<file path="config.mk">
export PLATFORM = sky130hd
export DESIGN_NAME = debug_panel_flat
export DESIGN_NICKNAME = d
export VERILOG_FILES = /design/src/rtl/debug_panel_if.sv /design/src/rtl/debug_panel.sv /design/src/flat_wrapper.sv
export SDC_FILE = /design/constraint.sdc
export NUM_CORES = 1
export LEC_CHECK = 0
export BUFFER_PORTS_ARGS = -buffer_cell sky130_fd_sc_hd__buf_2
export CORE_ASPECT_RATIO = 2
export CORE_MARGIN = 3
export CORE_UTILIZATION = 48
export CTS_CLUSTER_DIAMETER = 40
export DETAILED_ROUTE_END_ITERATION = 6
export GPL_TIMING_DRIVEN = 0
export PLACE_DENSITY = 0.86
export SYNTH_ARGS = -nofsm -noshare
export SYNTH_HDL_FRONTEND = slang
export SYNTH_SLANG_ARGS = --single-unit
</file>
<file path="constraint.sdc">
create_clock -name clk -period 1.8 [get_ports clk]
set_input_delay 0.36 -clock clk [delete_from_list [all_inputs] [get_ports clk]]
set_output_delay 0.36 -clock clk [all_outputs]
set_load 0.005 [all_outputs]
</file>
<file path="src/rtl/debug_panel_if.sv">
// Debug panel bus: debug words in, button/freeze controls in, segment bus and page number out.
interface debug_panel_if #(
   parameter int DIGITS   = 8,
   parameter int CHANNELS = 4
);
   localparam int PW = (CHANNELS > 1) ? $clog2(CHANNELS) : 1;

   logic [CHANNELS*DIGITS*4-1:0] debug_in;
   logic                         page_btn;
   logic                         freeze;
   logic [DIGITS*7-1:0]          led;
   logic [PW-1:0]                page;

   modport master (output debug_in, page_btn, freeze, input led, page);
   modport slave  (input debug_in, page_btn, freeze, output led, page);
endinterface

</file>
<file path="src/rtl/debug_panel.sv">
// Paged seven-segment debug display: debounced page button, optional auto-rotation,
// freeze with one-shot reload on page change, optional leading-zero blanking.
module debug_panel #(
   parameter int DIGITS          = 8,
   parameter int CHANNELS        = 4,
   parameter int DEBOUNCE_CYCLES = 250000,
   parameter int ROTATE_CYCLES   = 0,
   parameter int LZ_BLANK        = 0
) (
   input logic          clk,
   input logic          rst,
   debug_panel_if.slave bus
);
   localparam int PW  = (CHANNELS > 1) ? $clog2(CHANNELS) : 1;
   localparam int DW  = DIGITS * 4;
   localparam int DBW = (DEBOUNCE_CYCLES > 1) ? $clog2(DEBOUNCE_CYCLES) : 1;
   localparam int RW  = (ROTATE_CYCLES > 1) ? $clog2(ROTATE_CYCLES) : 1;
   localparam logic [DBW-1:0] DB_LAST   = DBW'(DEBOUNCE_CYCLES - 1);
   localparam logic [RW-1:0]  ROT_LAST  = RW'((ROTATE_CYCLES > 0) ? ROTATE_CYCLES - 1 : 0);
   localparam logic [PW-1:0]  PAGE_LAST = PW'(CHANNELS - 1);

   function automatic logic [6:0] hex7(input logic [3:0] n);
      case (n)
         4'h0: hex7 = 7'h3F;
         4'h1: hex7 = 7'h06;
         4'h2: hex7 = 7'h5B;
         4'h3: hex7 = 7'h4F;
         4'h4: hex7 = 7'h66;
         4'h5: hex7 = 7'h6D;
         4'h6: hex7 = 7'h7D;
         4'h7: hex7 = 7'h07;
         4'h8: hex7 = 7'h7F;
         4'h9: hex7 = 7'h6F;
         4'hA: hex7 = 7'h77;
         4'hB: hex7 = 7'h7C;
         4'hC: hex7 = 7'h39;
         4'hD: hex7 = 7'h5E;
         4'hE: hex7 = 7'h79;
         default: hex7 = 7'h71;
      endcase
   endfunction

   // Scan from the most significant digit so "lead" stays set only across leading zeros.
   function automatic logic [DIGITS*7-1:0] encode(input logic [DW-1:0] v);
      logic [DIGITS*7-1:0] seg;
      logic                lead;
      seg  = '0;
      lead = 1'b1;
      for (int d = DIGITS - 1; d >= 0; d--) begin
         if (v[d*4 +: 4] != 4'h0) lead = 1'b0;
         if (LZ_BLANK != 0 && lead && d != 0) seg[d*7 +: 7] = 7'h00;
         else                                 seg[d*7 +: 7] = hex7(v[d*4 +: 4]);
      end
      return seg;
   endfunction

   logic                btn_s1, btn_s2, frz_s1, frz_s2;
   logic [1:0]          fill;
   logic                armed;
   logic [DBW-1:0]      db_cnt;
   logic                btn_db, btn_prev;
   logic [RW-1:0]       rot_cnt;
   logic [PW-1:0]       page_r;
   logic                page_chg;
   logic [DW-1:0]       snap_p0;
   logic [DIGITS*7-1:0] led_p1;
   logic                btn_adv, rot_tick, advance, snap_load;

   assign btn_adv   = armed & btn_db & ~btn_prev;
   assign rot_tick  = (ROTATE_CYCLES > 0) && (rot_cnt == ROT_LAST);
   assign advance   = btn_adv | rot_tick;
   assign snap_load = ~frz_s2 | page_chg;

   always_ff @(posedge clk or negedge rst) begin
      if (!rst) begin
         btn_s1 <= 1'b0;
         btn_s2 <= 1'b0;
         frz_s1 <= 1'b0;
         frz_s2 <= 1'b0;
      end else begin
         btn_s1 <= bus.page_btn;
         btn_s2 <= btn_s1;
         frz_s1 <= bus.freeze;
         frz_s2 <= frz_s1;
      end
   end

   // Edges count only once the synchronised button has been seen low after reset,
   // so a button held through reset release does not advance the page.
   always_ff @(posedge clk or negedge rst) begin
      if (!rst) begin
         fill     <= 2'b00;
         armed    <= 1'b0;
         db_cnt   <= '0;
         btn_db   <= 1'b0;
         btn_prev <= 1'b0;
      end else begin
         fill     <= {fill[0], 1'b1};
         btn_prev <= btn_db;
         if (fill[1] && !btn_s2) armed <= 1'b1;
         if (btn_s2 == btn_db) begin
            db_cnt <= '0;
         end else if (db_cnt == DB_LAST) begin
            btn_db <= ~btn_db;
            db_cnt <= '0;
         end else begin
            db_cnt <= db_cnt + DBW'(1);
         end
      end
   end

   always_ff @(posedge clk or negedge rst) begin
      if (!rst) begin
         page_r   <= '0;
         page_chg <= 1'b0;
         rot_cnt  <= '0;
      end else begin
         page_chg <= advance;
         if (advance) page_r <= (page_r == PAGE_LAST) ? '0 : page_r + PW'(1);
         if (ROTATE_CYCLES == 0 || btn_adv || rot_tick) rot_cnt <= '0;
         else                                          rot_cnt <= rot_cnt + RW'(1);
      end
   end

   // Stage p0: page snapshot
   always_ff @(posedge clk or negedge rst) begin
      if (!rst)           snap_p0 <= '0;
      else if (snap_load) snap_p0 <= bus.debug_in[int'(page_r) * DW +: DW];
   end

   // Stage p1: segment encode
   always_ff @(posedge clk or negedge rst) begin
      if (!rst) led_p1 <= '0;
      else      led_p1 <= encode(snap_p0);
   end

   assign bus.led  = led_p1;
   assign bus.page = page_r;
endmodule

</file>
<file path="src/flat_wrapper.sv">
// flat-port wrapper written by rule: the top's interface ports become plain ports
module debug_panel_flat 
#(
   parameter int DIGITS          = 8,
   parameter int CHANNELS        = 4,
   parameter int DEBOUNCE_CYCLES = 250000,
   parameter int ROTATE_CYCLES   = 0,
   parameter int LZ_BLANK        = 0
)
  (clk, rst, bus_debug_in, bus_page_btn, bus_freeze, bus_led, bus_page);
  debug_panel_if #(.DIGITS(DIGITS), .CHANNELS(CHANNELS)) bus_i ();
  input logic clk;
  input logic rst;
  input wire logic [$bits(bus_i.debug_in)-1:0] bus_debug_in;
  input wire logic [$bits(bus_i.page_btn)-1:0] bus_page_btn;
  input wire logic [$bits(bus_i.freeze)-1:0] bus_freeze;
  output wire logic [$bits(bus_i.led)-1:0] bus_led;
  output wire logic [$bits(bus_i.page)-1:0] bus_page;
  assign bus_i.debug_in = bus_debug_in;
  assign bus_i.page_btn = bus_page_btn;
  assign bus_i.freeze = bus_freeze;
  assign bus_led = bus_i.led;
  assign bus_page = bus_i.page;
  debug_panel #(.DIGITS(DIGITS), .CHANNELS(CHANNELS), .DEBOUNCE_CYCLES(DEBOUNCE_CYCLES), .ROTATE_CYCLES(ROTATE_CYCLES), .LZ_BLANK(LZ_BLANK)) u_core (.clk(clk), .rst(rst), .bus(bus_i));
endmodule
</file>
==> results.py <==
metrics = {
    "synth": {
        "ys_warn_count": 0,
        "ys_seq_area_share_pct": 45.0,
        "synth_area_um2": 6560,
        "synth_cells": 574,
        "yosys.area_share.simple_pct": 9.73,
        "synth_nets": 764,
        "ys_ff_latch": 118,
        "synthXorXnorAreaFrac_pct": 2.27,
        "yosysTopAreaCellShare_pct": 45.0,
        "synth-compound-area-share_pct": 9.78,
        "synthAdderAreaFrac_pct": 11.1,
        "synth_top_family_by_area": "multiplexers",
        "yosysUniqueCellTypes": 40,
        "yosys-top-cells-area": "dfrtp_1 45%, mux4_2 14%, ha_1 11%",
        "synth.avg_cell_area_um2": 11.4,
        "yosysTopAreaCell": "dfrtp_1",
        "muxShareOfSynthArea_pct": 17.6,
    },
    "power": {
        "ir_drop_uv": 685,
        "powerDensity_nw_per_um2": 980,
        "p_leak_nw": 3.89,
    },
    "critical_path": {
        "crit_required_ns": 2.13,
        "arrival_ns": 2.05,
        "crit_type": "reg2reg",
        "worstPathMaxFanout": 10,
        "cpPeakStageDelay_ns": 0.57,
        "cp-start-kind": "flip-flop",
        "reg2regPathDepth": 4,
        "cpMaxStageDelayCell": "or4_4",
        "cp-end-kind": "flip-flop",
        "worstPathCellList": "nand3_4, or4_4, or3_1, a21oi_1",
    },
    "placement": {
        "preCtsSetupSlack_ns": -0.434,
        "dp_hpwl_mm": 13.4,
        "io_buffers": 189,
        "dp_cells": 916,
        "gp_congestion": 0.931,
    },
    "sta": {
        "max_freq_mhz": 582,
        "setup_viol": 0,
        "finalMaxSlewViolations": 0,
        "worstMarginPinSlew_ns": 0.579,
        "period_needed_ns": 1.72,
        "grt_setup_unrepaired": "false",
        "finalWorstSetupSlack_ns": 0.0819,
        "hold_slack_ns": 0.0536,
        "slew_headroom_pct": 61.4,
        "setup_tns_ns": 0,
        "final.period_utilization_pct": 95.4,
        "hold_viol_final": 0,
        "clock_skew_ns": 0.00954,
    },
    "clock_network": {
        "clockBufferDepth": 2,
        "path_clk_slew_ns": 0.06,
        "cts-buffers-inserted": 17,
        "tritoncts": "done",
        "clk_latency_ns": 0.41,
        "clock-sinks": 118,
        "cts_root_buffer": "clkbuf_16",
        "cts_htree_levels": 4,
    },
    "routing": {
        "num_vias": 5345,
        "detail-route-antenna-nets": 0,
        "viasPerCell": 5.60,
        "remaining_drc_errors": 0,
        "wl_per_cell_um": 18.3,
        "routed_wl_mm": 17.4,
        "initialDrtViolationCount": 217,
        "first_pass_iters": 5,
    },
    "global_route": {
        "gr-usage-all-layers_pct": 24.0,
        "grt_pass1_vias": 5523,
        "antenna_found_initial": 11,
        "grt_max_degree": 67,
        "grt-ovfl-total": 0,
        "grt_pass1_wl_mm": 27.3,
    },
    "final_layout": {
        "instances_no_fill": 954,
        "fin_util_pct": 64.7,
        "area_growth_pct": 30.2,
        "nNetsFinal": 977,
        "drive_gt1_share_pct": 38.0,
    },
    "die": {
        "core_area_um2": 13200,
        "die_width_um": 88.7,
        "ios": 190,
        "rows": 59,
        "die_height_um": 171,
        "die-area_um2": 15200,
        "start_util_pct": 49.6,
    },
    "hold_path": {
        "holdCritPathClass": "in2reg",
        "worstHoldPathCells": 1,
    },
    "flow_run": {
        "drv_cap": 0,
    },
    "outcome": {
        "status": "completed",
    },
}
[sequential cells by signal, indices dropped and copies added, names as in the netlist]
signal	cells
u_core.btn_s2	1
u_core.fill	2
u_core.db_cnt	18
u_core.snap_p0	32
u_core.frz_s2	1
u_core.bus.led	56
u_core.page_chg	1
u_core.btn_db	1
u_core.bus.page	2
u_core.btn_prev	1
u_core.btn_s1	1
u_core.frz_s1	1
u_core.armed	1
[layout by cell type, fill, tap and decap left out, types with 5 or more instances in the layout]
cell / n
nor3_1: 12
mux2i_1: 6
o21bai_1: 6
xnor2_1: 13
mux4_2: 40
buf_2: 189
clkbuf_16: 17
mux2_2: 17
buf_4: 6
clkbuf_1: 16
nor2b_1: 14
inv_1: 48
bufinv_16: 7
nand2_1: 35
ha_1: 58
nor2_1: 46
a22oi_1: 14
a21oi_1: 30
dfrtp_1: 114
nand4_1: 5
a211oi_1: 6
o21ai_0: 33
[synth_stat cells, drive strengths merged]
| cell type | n |
|---|---|
| dfrtp | 118 |
| ha | 58 |
| inv | 48 |
| nor2 | 46 |
| mux4 | 40 |
| nand2 | 35 |
| o21ai | 34 |
| a21oi | 30 |
| clkbuf | 22 |
| mux2 | 17 |
| a22oi | 14 |
| nor2b | 14 |
| xnor2 | 13 |
| nor3 | 12 |
| buf | 8 |
| a211oi | 6 |
| mux2i | 6 |
| o21bai | 6 |
| nand3 | 5 |
| nand4 | 5 |
| nor4 | 5 |
| a22o | 4 |
| xor2 | 4 |
| nand2b | 3 |
| a21o | 2 |
| a221oi | 2 |
| a31oi | 2 |
| and3 | 2 |
| o21a | 2 |
| o32a | 2 |
| or2 | 2 |
| or3 | 2 |
| and4 | 1 |
| conb | 1 |
| nor4b | 1 |
| o31ai | 1 |
| or4 | 1 |
[where the power goes]
part / internal (W) / leakage (nW) / switching [W] / total, W
logic: 0.000623 / 2.20 / 0.000686 / 0.00131
registers: 0.00292 / 1.36 / 0.000113 / 0.00303
clock network: 0.00281 / 0.333 / 0.00122 / 0.00403
total: 0.00635 / 3.89 / 0.00202 / 0.00837
[final cells by class]
type / count / area (um2)
timing repair buffer: 196 / 1030
fill: 975 / 4670
inverter: 48 / 180
tap: 152 / 190
buffer: 28 / 150
sequential: 118 / 2960
clock inverter: 12 / 246
antenna: 2 / 5.00
multi-input combinational: 378 / 3330
clock buffer: 20 / 457
[stage by stage]
step | power (W) | cell area, um2
3_3_place_gp | 0.00432 | 7700
4_1_cts | 0.00843 | 8510
3_5_place_dp | 0.00437 | 7730
2_1_floorplan | 0.00379 | 6560
5_1_grt | 0.00875 | 8540
6_report | 0.00837 | 8540
[kinds of logic (layout without fill, tap and decap cells)]
logic type	after synthesis	in the layout
fa+ha+maj	58	58
xor+xnor	17	17
flops	118	118
other cells	1	3
mux	63	63
simple gates	134	134
buf+inv	78	304
compound gates	105	105
[timing repair]
action	in CTS	in global routing
buffers inserted	1	4
endpoints found under the hold margin	52	0
cloned	0	0
endpoints found under the setup margin	39	44
gates resized for setup	17	6
pin swaps	1	3
hold buffers	1	0
[worst max-delay path: cells and delay by family, from the launching register on]
kind / cells / cell delay (ns)
AND/OR/NAND/NOR: 3 / 1.07
AO/OA/AOI/OAI: 1 / 0.14
flip-flops: 1 / 0.43
[final timing paths]
check	slack, ns	to	from
worst max-delay path	0.08	u_core.db_cnt[17]$_DFF_PN0_	u_core.db_cnt[5]$_DFF_PN0_
worst min-delay path	0.05	u_core.frz_s1$_DFF_PN0_	bus_freeze
worst max register to register	0.08	u_core.db_cnt[17]$_DFF_PN0_	u_core.db_cnt[5]$_DFF_PN0_
worst min register to register	0.35	u_core.frz_s2$_DFF_PN0_	u_core.frz_s1$_DFF_PN0_
max in group asynchronous	0.62	u_core.db_cnt[4]$_DFF_PN0_	rst
min in group asynchronous	0.46	u_core.snap_p0[25]$_DFFE_PN0P_	rst
[routing by layer]
layer | vias to the layer above | wire, um | GRT usage [%]
li1 | 2451 | - | -
met1 | 2562 | 5910 | 26.5
met2 | 266 | 9320 | 41.8
met3 | 46 | 1660 | 8.44
met4 | 20 | 412 | 8.42
met5 | - | 126 | 0
Note: power is estimated with default switching activity, not from simulation.
